<file path="config.mk">
export PLATFORM = sky130hd
export DESIGN_NAME = panda_prefetch_if
export DESIGN_NICKNAME = d
export VERILOG_FILES = /design/src/rtl/panda_pkg.sv /design/src/rtl/panda_fetch_fifo.sv /design/src/rtl/panda_prefetch_if.sv
export SDC_FILE = /design/constraint.sdc
export NUM_CORES = 1
export LEC_CHECK = 0
export BUFFER_PORTS_ARGS = -buffer_cell sky130_fd_sc_hd__buf_4
export CAP_MARGIN = 25
export CORE_MARGIN = 4
export CORE_UTILIZATION = 55
export CTS_CLUSTER_DIAMETER = 150
export CTS_CLUSTER_SIZE = 24
export DETAILED_ROUTE_END_ITERATION = 6
export GPL_TIMING_DRIVEN = 0
export PLACE_DENSITY = 0.87
export SLEW_MARGIN = 10
export SYNTH_ARGS = -nofsm -noshare
export SYNTH_HDL_FRONTEND = slang
export SYNTH_SLANG_ARGS = --single-unit
</file>
<file path="constraint.sdc">
create_clock -name clk_i -period 3.8 [get_ports clk_i]
set_input_delay 0.76 -clock clk_i [delete_from_list [all_inputs] [get_ports clk_i]]
set_output_delay 0.76 -clock clk_i [all_outputs]
set_load 0.05 [all_outputs]
</file>
<file path="src/rtl/panda_pkg.sv">
// Panda core shared types for the fetch/decode boundary.
// Holds the IF->ID bundle, the prefetch FIFO entry and the alignment mask.
package panda_pkg;

  localparam logic [31:0] INSTR_ALIGN_MASK = 32'hFFFF_FFFC;

  typedef struct packed {
    logic [31:0] instr;
    logic [31:0] pc;
    logic [31:0] pc_inc;
  } if_id_t;

  typedef struct packed {
    logic [31:0] instr;
    logic [31:0] pc;
    logic [31:0] pc_inc;
  } fetch_entry_t;

endpackage

</file>
<file path="src/rtl/panda_fetch_fifo.sv">
// Prefetch FIFO of fetch_entry_t, power-of-two Depth, flush beats push.
// Ports: push_i/data_i, pop_i/data_o (head), flush_i, full_o, empty_o, count_o.
module panda_fetch_fifo
  import panda_pkg::*;
#(
  parameter int unsigned Depth = 2
) (
  input  logic                       clk_i,
  input  logic                       rst_ni,
  input  logic                       flush_i,
  input  logic                       push_i,
  input  fetch_entry_t               data_i,
  input  logic                       pop_i,
  output fetch_entry_t               data_o,
  output logic                       full_o,
  output logic                       empty_o,
  output logic [$clog2(Depth+1)-1:0] count_o
);

  localparam int unsigned AW = $clog2(Depth);
  localparam int unsigned CW = $clog2(Depth + 1);

  fetch_entry_t  mem_q [Depth];
  logic [AW-1:0] rd_ptr_q;
  logic [AW-1:0] wr_ptr_q;
  logic [CW-1:0] cnt_q;
  logic          do_push;
  logic          do_pop;

  assign full_o  = (cnt_q == CW'(Depth));
  assign empty_o = (cnt_q == '0);
  assign count_o = cnt_q;
  assign data_o  = mem_q[rd_ptr_q];

  // A push into a full FIFO is only taken alongside a pop.
  assign do_pop  = pop_i & ~empty_o;
  assign do_push = push_i & (~full_o | do_pop);

  always_ff @(posedge clk_i or negedge rst_ni) begin
    if (!rst_ni) begin
      for (int i = 0; i < int'(Depth); i++) begin
        mem_q[i] <= '0;
      end
      rd_ptr_q <= '0;
      wr_ptr_q <= '0;
      cnt_q    <= '0;
    end else if (flush_i) begin
      rd_ptr_q <= '0;
      wr_ptr_q <= '0;
      cnt_q    <= '0;
    end else begin
      if (do_push) begin
        mem_q[wr_ptr_q] <= data_i;
        wr_ptr_q        <= wr_ptr_q + AW'(1);
      end
      if (do_pop) begin
        rd_ptr_q <= rd_ptr_q + AW'(1);
      end
      unique case ({do_push, do_pop})
        2'b10:   cnt_q <= cnt_q + CW'(1);
        2'b01:   cnt_q <= cnt_q - CW'(1);
        default: cnt_q <= cnt_q;
      endcase
    end
  end

endmodule

</file>
<file path="src/rtl/panda_prefetch_if.sv">
// Panda IF stage: req/gnt/rvalid fetch, prefetch FIFO, redirect flush.
// Ports: instr_* memory port, branch/jump redirect, id_ready_i/if_valid_o/if_id_o.
// Optional PANDA_IF_PERF_EN adds perf_fetched_o and perf_stall_o counters.
module panda_prefetch_if
  import panda_pkg::*;
#(
  parameter int unsigned Depth          = 2,
  parameter int unsigned MaxOutstanding = 2,
  parameter logic [31:0] BootAddr       = 32'h0000_0000
) (
  input  logic        clk_i,
  input  logic        rst_ni,
  output logic        instr_req_o,
  input  logic        instr_gnt_i,
  output logic [31:0] instr_addr_o,
  input  logic        instr_rvalid_i,
  input  logic [31:0] instr_rdata_i,
  input  logic        branch_i,
  input  logic        jump_i,
  input  logic [31:0] branch_target_i,
  input  logic [31:0] jump_target_i,
  input  logic        id_ready_i,
  output logic        if_valid_o,
  output if_id_t      if_id_o
`ifdef PANDA_IF_PERF_EN
  ,
  output logic [31:0] perf_fetched_o,
  output logic [31:0] perf_stall_o
`endif
);

  localparam int unsigned OW = $clog2(MaxOutstanding + 1);
  localparam int unsigned DW = $clog2(MaxOutstanding + 2);
  localparam int unsigned CW = $clog2(Depth + 1);

  logic          active_q;
  logic [31:0]   fetch_pc_q;
  logic [31:0]   fetch_pc_d;
  logic [OW-1:0] outst_q;
  logic [OW-1:0] outst_d;
  logic [DW-1:0] disc_q;
  logic [DW-1:0] disc_d;
  logic          rpend_q;
  logic          rpend_d;
  logic [31:0]   rtgt_q;
  logic [31:0]   rtgt_d;
  logic [31:0]   pcq_q [MaxOutstanding];

  logic          gnt_ok;
  logic          hold;
  logic          rsp;
  logic          rsp_keep;
  logic          rsp_drop;
  logic          redirect;
  logic [31:0]   tgt;
  logic          credit;
  logic [OW-1:0] wr_idx;

  logic          fifo_push;
  logic          fifo_pop;
  logic          fifo_full;
  logic          fifo_empty;
  logic [CW-1:0] fifo_cnt;
  fetch_entry_t  fifo_in;
  fetch_entry_t  fifo_head;

  assign gnt_ok   = instr_req_o & instr_gnt_i;
  assign hold     = instr_req_o & ~instr_gnt_i;
  // rvalid with nothing in flight is ignored rather than underflowing.
  assign rsp      = instr_rvalid_i & (outst_q != '0);
  assign rsp_drop = rsp & (disc_q != '0);
  assign rsp_keep = rsp & (disc_q == '0);
  assign redirect = branch_i | jump_i;
  assign tgt      = (branch_i ? branch_target_i : jump_target_i)
                  & INSTR_ALIGN_MASK;

  // Credits cover both buffered and in-flight words, so a response
  // always finds a free FIFO slot.
  assign credit = (32'(fifo_cnt) + 32'(outst_q) < 32'(Depth))
                & (32'(outst_q) < 32'(MaxOutstanding));

  // active_q keeps the request low throughout reset.
  assign instr_req_o  = active_q & credit;
  assign instr_addr_o = fetch_pc_q;

  always_comb begin
    outst_d = outst_q;
    unique case ({gnt_ok, rsp})
      2'b10:   outst_d = outst_q + OW'(1);
      2'b01:   outst_d = outst_q - OW'(1);
      default: outst_d = outst_q;
    endcase
  end

  // Everything in flight at a redirect is stale, plus a held request
  // that must still be granted at its old address.
  always_comb begin
    disc_d = disc_q;
    if (rsp_drop) begin
      disc_d = disc_q - DW'(1);
    end
    if (redirect) begin
      disc_d = DW'(outst_d) + DW'(hold);
    end
  end

  always_comb begin
    fetch_pc_d = fetch_pc_q;
    rpend_d    = rpend_q;
    rtgt_d     = rtgt_q;
    if (redirect) begin
      if (hold) begin
        rpend_d = 1'b1;
        rtgt_d  = tgt;
      end else begin
        fetch_pc_d = tgt;
        rpend_d    = 1'b0;
      end
    end else if (gnt_ok) begin
      if (rpend_q) begin
        fetch_pc_d = rtgt_q;
        rpend_d    = 1'b0;
      end else begin
        fetch_pc_d = fetch_pc_q + 32'd4;
      end
    end
  end

  always_ff @(posedge clk_i or negedge rst_ni) begin
    if (!rst_ni) begin
      active_q   <= 1'b0;
      fetch_pc_q <= BootAddr;
      outst_q    <= '0;
      disc_q     <= '0;
      rpend_q    <= 1'b0;
      rtgt_q     <= '0;
    end else begin
      active_q   <= 1'b1;
      fetch_pc_q <= fetch_pc_d;
      outst_q    <= outst_d;
      disc_q     <= disc_d;
      rpend_q    <= rpend_d;
      rtgt_q     <= rtgt_d;
    end
  end

  // In-order address queue; entry 0 is the oldest in-flight request.
  // Dropped responses pop it too, so it never needs flushing.
  assign wr_idx = outst_q - OW'(rsp);

  always_ff @(posedge clk_i or negedge rst_ni) begin
    if (!rst_ni) begin
      for (int i = 0; i < int'(MaxOutstanding); i++) begin
        pcq_q[i] <= '0;
      end
    end else begin
      for (int i = 0; i < int'(MaxOutstanding) - 1; i++) begin
        if (rsp) begin
          pcq_q[i] <= pcq_q[i+1];
        end
      end
      for (int i = 0; i < int'(MaxOutstanding); i++) begin
        if (gnt_ok && (OW'(i) == wr_idx)) begin
          pcq_q[i] <= fetch_pc_q;
        end
      end
    end
  end

  assign fifo_in.instr  = instr_rdata_i;
  assign fifo_in.pc     = pcq_q[0];
  assign fifo_in.pc_inc = pcq_q[0] + 32'd4;

  assign fifo_pop  = if_valid_o & id_ready_i;
  assign fifo_push = rsp_keep & (~fifo_full | fifo_pop);

  panda_fetch_fifo #(
    .Depth (Depth)
  ) u_fifo (
    .clk_i   (clk_i),
    .rst_ni  (rst_ni),
    .flush_i (redirect),
    .push_i  (fifo_push),
    .data_i  (fifo_in),
    .pop_i   (fifo_pop),
    .data_o  (fifo_head),
    .full_o  (fifo_full),
    .empty_o (fifo_empty),
    .count_o (fifo_cnt)
  );

  assign if_valid_o = ~fifo_empty;

  always_comb begin
    if_id_o = '0;
    if (!fifo_empty) begin
      if_id_o.instr  = fifo_head.instr;
      if_id_o.pc     = fifo_head.pc;
      if_id_o.pc_inc = fifo_head.pc_inc;
    end
  end

`ifdef PANDA_IF_PERF_EN
  logic [31:0] perf_fetched_q;
  logic [31:0] perf_stall_q;
  logic        starve;

  assign starve = id_ready_i & ~if_valid_o;

  always_ff @(posedge clk_i or negedge rst_ni) begin
    if (!rst_ni) begin
      perf_fetched_q <= '0;
      perf_stall_q   <= '0;
    end else begin
      if (fifo_pop && (perf_fetched_q != 32'hFFFF_FFFF)) begin
        perf_fetched_q <= perf_fetched_q + 32'd1;
      end
      if (starve && (perf_stall_q != 32'hFFFF_FFFF)) begin
        perf_stall_q <= perf_stall_q + 32'd1;
      end
    end
  end

  assign perf_fetched_o = perf_fetched_q;
  assign perf_stall_o   = perf_stall_q;
`endif

endmodule

</file>
==> metrics <==
Max Clk Rate=282 MHz; fraction of synthesized area in multiplexers=19.1%; Non-Filler Instances=2142; iteration-0 DRC count of the detailed router=1200; Worst-path clk slew=0.09 ns; die span in y=177 µm; number of synthesized flops with an enable pin=0; dpl cell area=0.0178 mm²; share of cells above drive strength 1=25.2%; Required @ worst endpoint=3.04 ns; most used cells in the layout excluding fill and tap cells=dfrtp_1 (314), buf_4 (227), nor2_1 (197); H-tree Lvls=1; count of state elements after synthesis=314; vias in the first global route=13.0k; num rows=61; overall via count from detail_route=12.8k; accumulated negative setup slack=0 ns; final wirelength=43300 µm; worst-case setup slack after placement=0.607 ns; number of hold buffers added after cts=0; pins over their slew limit=0; fin area=0.0183 mm²; DRC Markers=0; status=complete, no violations; maximum number of pins on one net before global-route repair=115; Diodes inserted=0; Maximum Capacitance Violations=0; aggregate global-route resource usage=27.1%; count of TritonRoute iterations in the first routing pass=5; setup repair after global routing missed its margin=false; start-to-end type of the worst setup path=flip-flop to primary output; average cell area after synthesis=10.3 µm²; Chip Width=177 µm; maximum count of clock buffers along a single path=3; standby leakage power=8.31 nW; half-perimeter wire length after detailed placement=31700 µm; data arrival time of the critical path=2.79 ns; Area growth syn-to-layout=17.0%; Worst Clk Skew=0.0327 ns; count of different cell masters after synthesis=61; total chip power=10.9 mW; minimum clock period after layout=3.55 ns; port buffer count=219; Post-DRT Antenna Nets=0; Slew headroom=39.6%; wire length of the first global-routing pass=68500 µm; number of setup violations in the final report=0; power density of the placed cells=593 mW/mm²; sort of element at the start of the critical path=flip-flop; Fin. Hold Viols=0; number of antenna violations at the first check in global routing=0; number of sinks handled by clock tree synthesis=314; Cells after Synth=1520; vias per cell=5.98; fill cell total of the finished layout=2135; number of buffers inserted during clock tree synthesis=17; path type of the worst min-delay path=input pin to asynchronous set/reset pin; detail-routed net length per standard cell=20.2 µm; placeable core region=0.0279 mm²; Final nets=1875; Worst Max-Slew Pin Slew=0.899 ns; DP Cell Count=2124; Top FF cell, synth=dfrtp_1; utilization after layout=65.5%; Critical Path End Type=primary output; commonest non-fill, non-tap cell in the layout=dfrtp_1; post-route worst hold slack=0.282 ns; compound-gate portion of the synthesized area=10.1%; portion of the post-synthesis area used by sequential elements=50.2%; worst skew pair latency=0.50 ns; main combinational cell family by area after synthesis=multiplexers; IO Count=233; clock tree from TritonCTS=yes; arithmetic-cell share of the synthesized area counting full adders, half adders and majority gates=0.608%; final RePlAce weighted congestion=0.932; Synth Warn #=0; share of async-settable or async-resettable flops after synthesis=100%; post-CTS setup repair buffer count=0; Starting Density=56.0%; final worst-path setup slack=0.255 ns; post-route fraction of the period consumed by the critical path=93.3%; total congestion overflow=0; worst-case vdd ir drop=0.000308 V; share of synthesized cell area in and, or, nand and nor gates=13.3%; DIE AREA=0.0312 mm²; summed instance area of the synthesized netlist=0.0156 mm²; area share of xor/xnor cells in the synthesized design=2.58%; Root Driver=clkbuf_16; cells resized by post-CTS repair=0; largest fanout of any net on the critical path=10
worst paths after layout:
path	to	startpoint	cells past startpoint	slack [ns]
min in group clk_i	u_fifo.mem_q[5]	u_fifo.mem_q[5]	2	0.49
setup reg to reg	disc_q[1]	outst_q[0]	11	0.73
setup / recovery	if_id_o[48]	u_fifo.count_o[1]	5	0.25
hold / removal	u_fifo.mem_q[172]	rst_ni	1	0.28
max in group asynchronous	rtgt_q[4]	rst_ni	2	2.48
hold reg to reg	u_fifo.mem_q[5]	u_fifo.mem_q[5]	2	0.49
kinds of logic (layout without fill, tap and decap cells):
group	after synthesis	in the layout
AO/OA/AOI/OAI	262	262
XOR/XNOR	46	46
adder cells (fa/ha/maj)	7	7
buffers and inverters	138	377
flip-flops	314	314
multiplexers	268	268
other	2	7
AND/OR/NAND/NOR	483	483
area by class of cell:
type | instances | area [µm²] | area share, %
Timing Repair Buffer | 221 | 1710 | 9.33
Sequential cell | 314 | 7860 | 43.0
Multi-Input combinational cell | 1073 | 7170 | 39.2
Tap cell | 378 | 473 | 2.59
Inverter | 16 | 61.3 | 0.335
Buffer | 122 | 566 | 3.09
Clock inverter | 1 | 30.0 | 0.164
Clock buffer | 17 | 425 | 2.33
registers in the layout, indices dropped and copies added (netlist names):
register	count
fifo_in	30
rtgt_q	30
u_fifo.rd_ptr_q	1
outst_q	2
instr_addr_o	30
pcq_q	30
disc_q	2
active_q	1
u_fifo.count_o	2
rpend_q	1
u_fifo.mem_q	184
u_fifo.wr_ptr_q	1
Yosys cell counts, drive strengths merged (2+ instances only):
cell type / instances / area [µm²]
dfrtp: 314 / 7860
nor2: 197 / 739
nand2: 173 / 649
mux2: 151 / 1800
mux2i: 117 / 1180
o21ai: 103 / 515
clkbuf: 65 / 244
buf: 57 / 322
a21oi: 51 / 255
a31oi: 40 / 250
nand3: 33 / 165
xor2: 29 / 254
nand4: 21 / 131
xnor2: 17 / 149
and3: 15 / 93.8
inv: 15 / 56.3
nor3: 13 / 75.1
and4: 9 / 78.8
a211oi: 8 / 60.1
a221oi: 7 / 61.3
a22oi: 7 / 52.6
nor4: 7 / 56.3
o211ai: 7 / 52.6
ha: 6 / 75.1
nand2b: 5 / 31.3
nor2b: 5 / 31.3
o22ai: 5 / 31.3
o2bb2ai: 5 / 43.8
a221o: 3 / 30.0
a22o: 3 / 26.3
o32a: 3 / 30.0
a21o: 2 / 15.0
a31o: 2 / 17.5
and2: 2 / 12.5
conb: 2 / 7.51
o22a: 2 / 17.5
o31a: 2 / 17.5
o31ai: 2 / 15.0
or2: 2 / 12.5
where the power goes:
part	switching, mW	total, mW	internal, mW
clock	1.06	1.89	0.822
sequential	0.899	5.27	4.37
combinational	2.14	3.69	1.55
per-layer routing:
layer	routed length (µm)	up-vias	GRT usage (%)
li1	-	5764	-
met3	3830	109	4.49
met2	20900	699	45.4
met5	0	-	0
met1	17100	6241	36.5
met4	1350	0	8.74
critical path, cell delays in order (launching register included):
cell and delay [ns]:
dfrtp_1 0.46, nor2_1 0.35, clkbuf_1 0.61, buf_1 0.43, nor2_1 0.19, buf_4 0.23
Note: power is estimated with default switching activity, not from simulation.
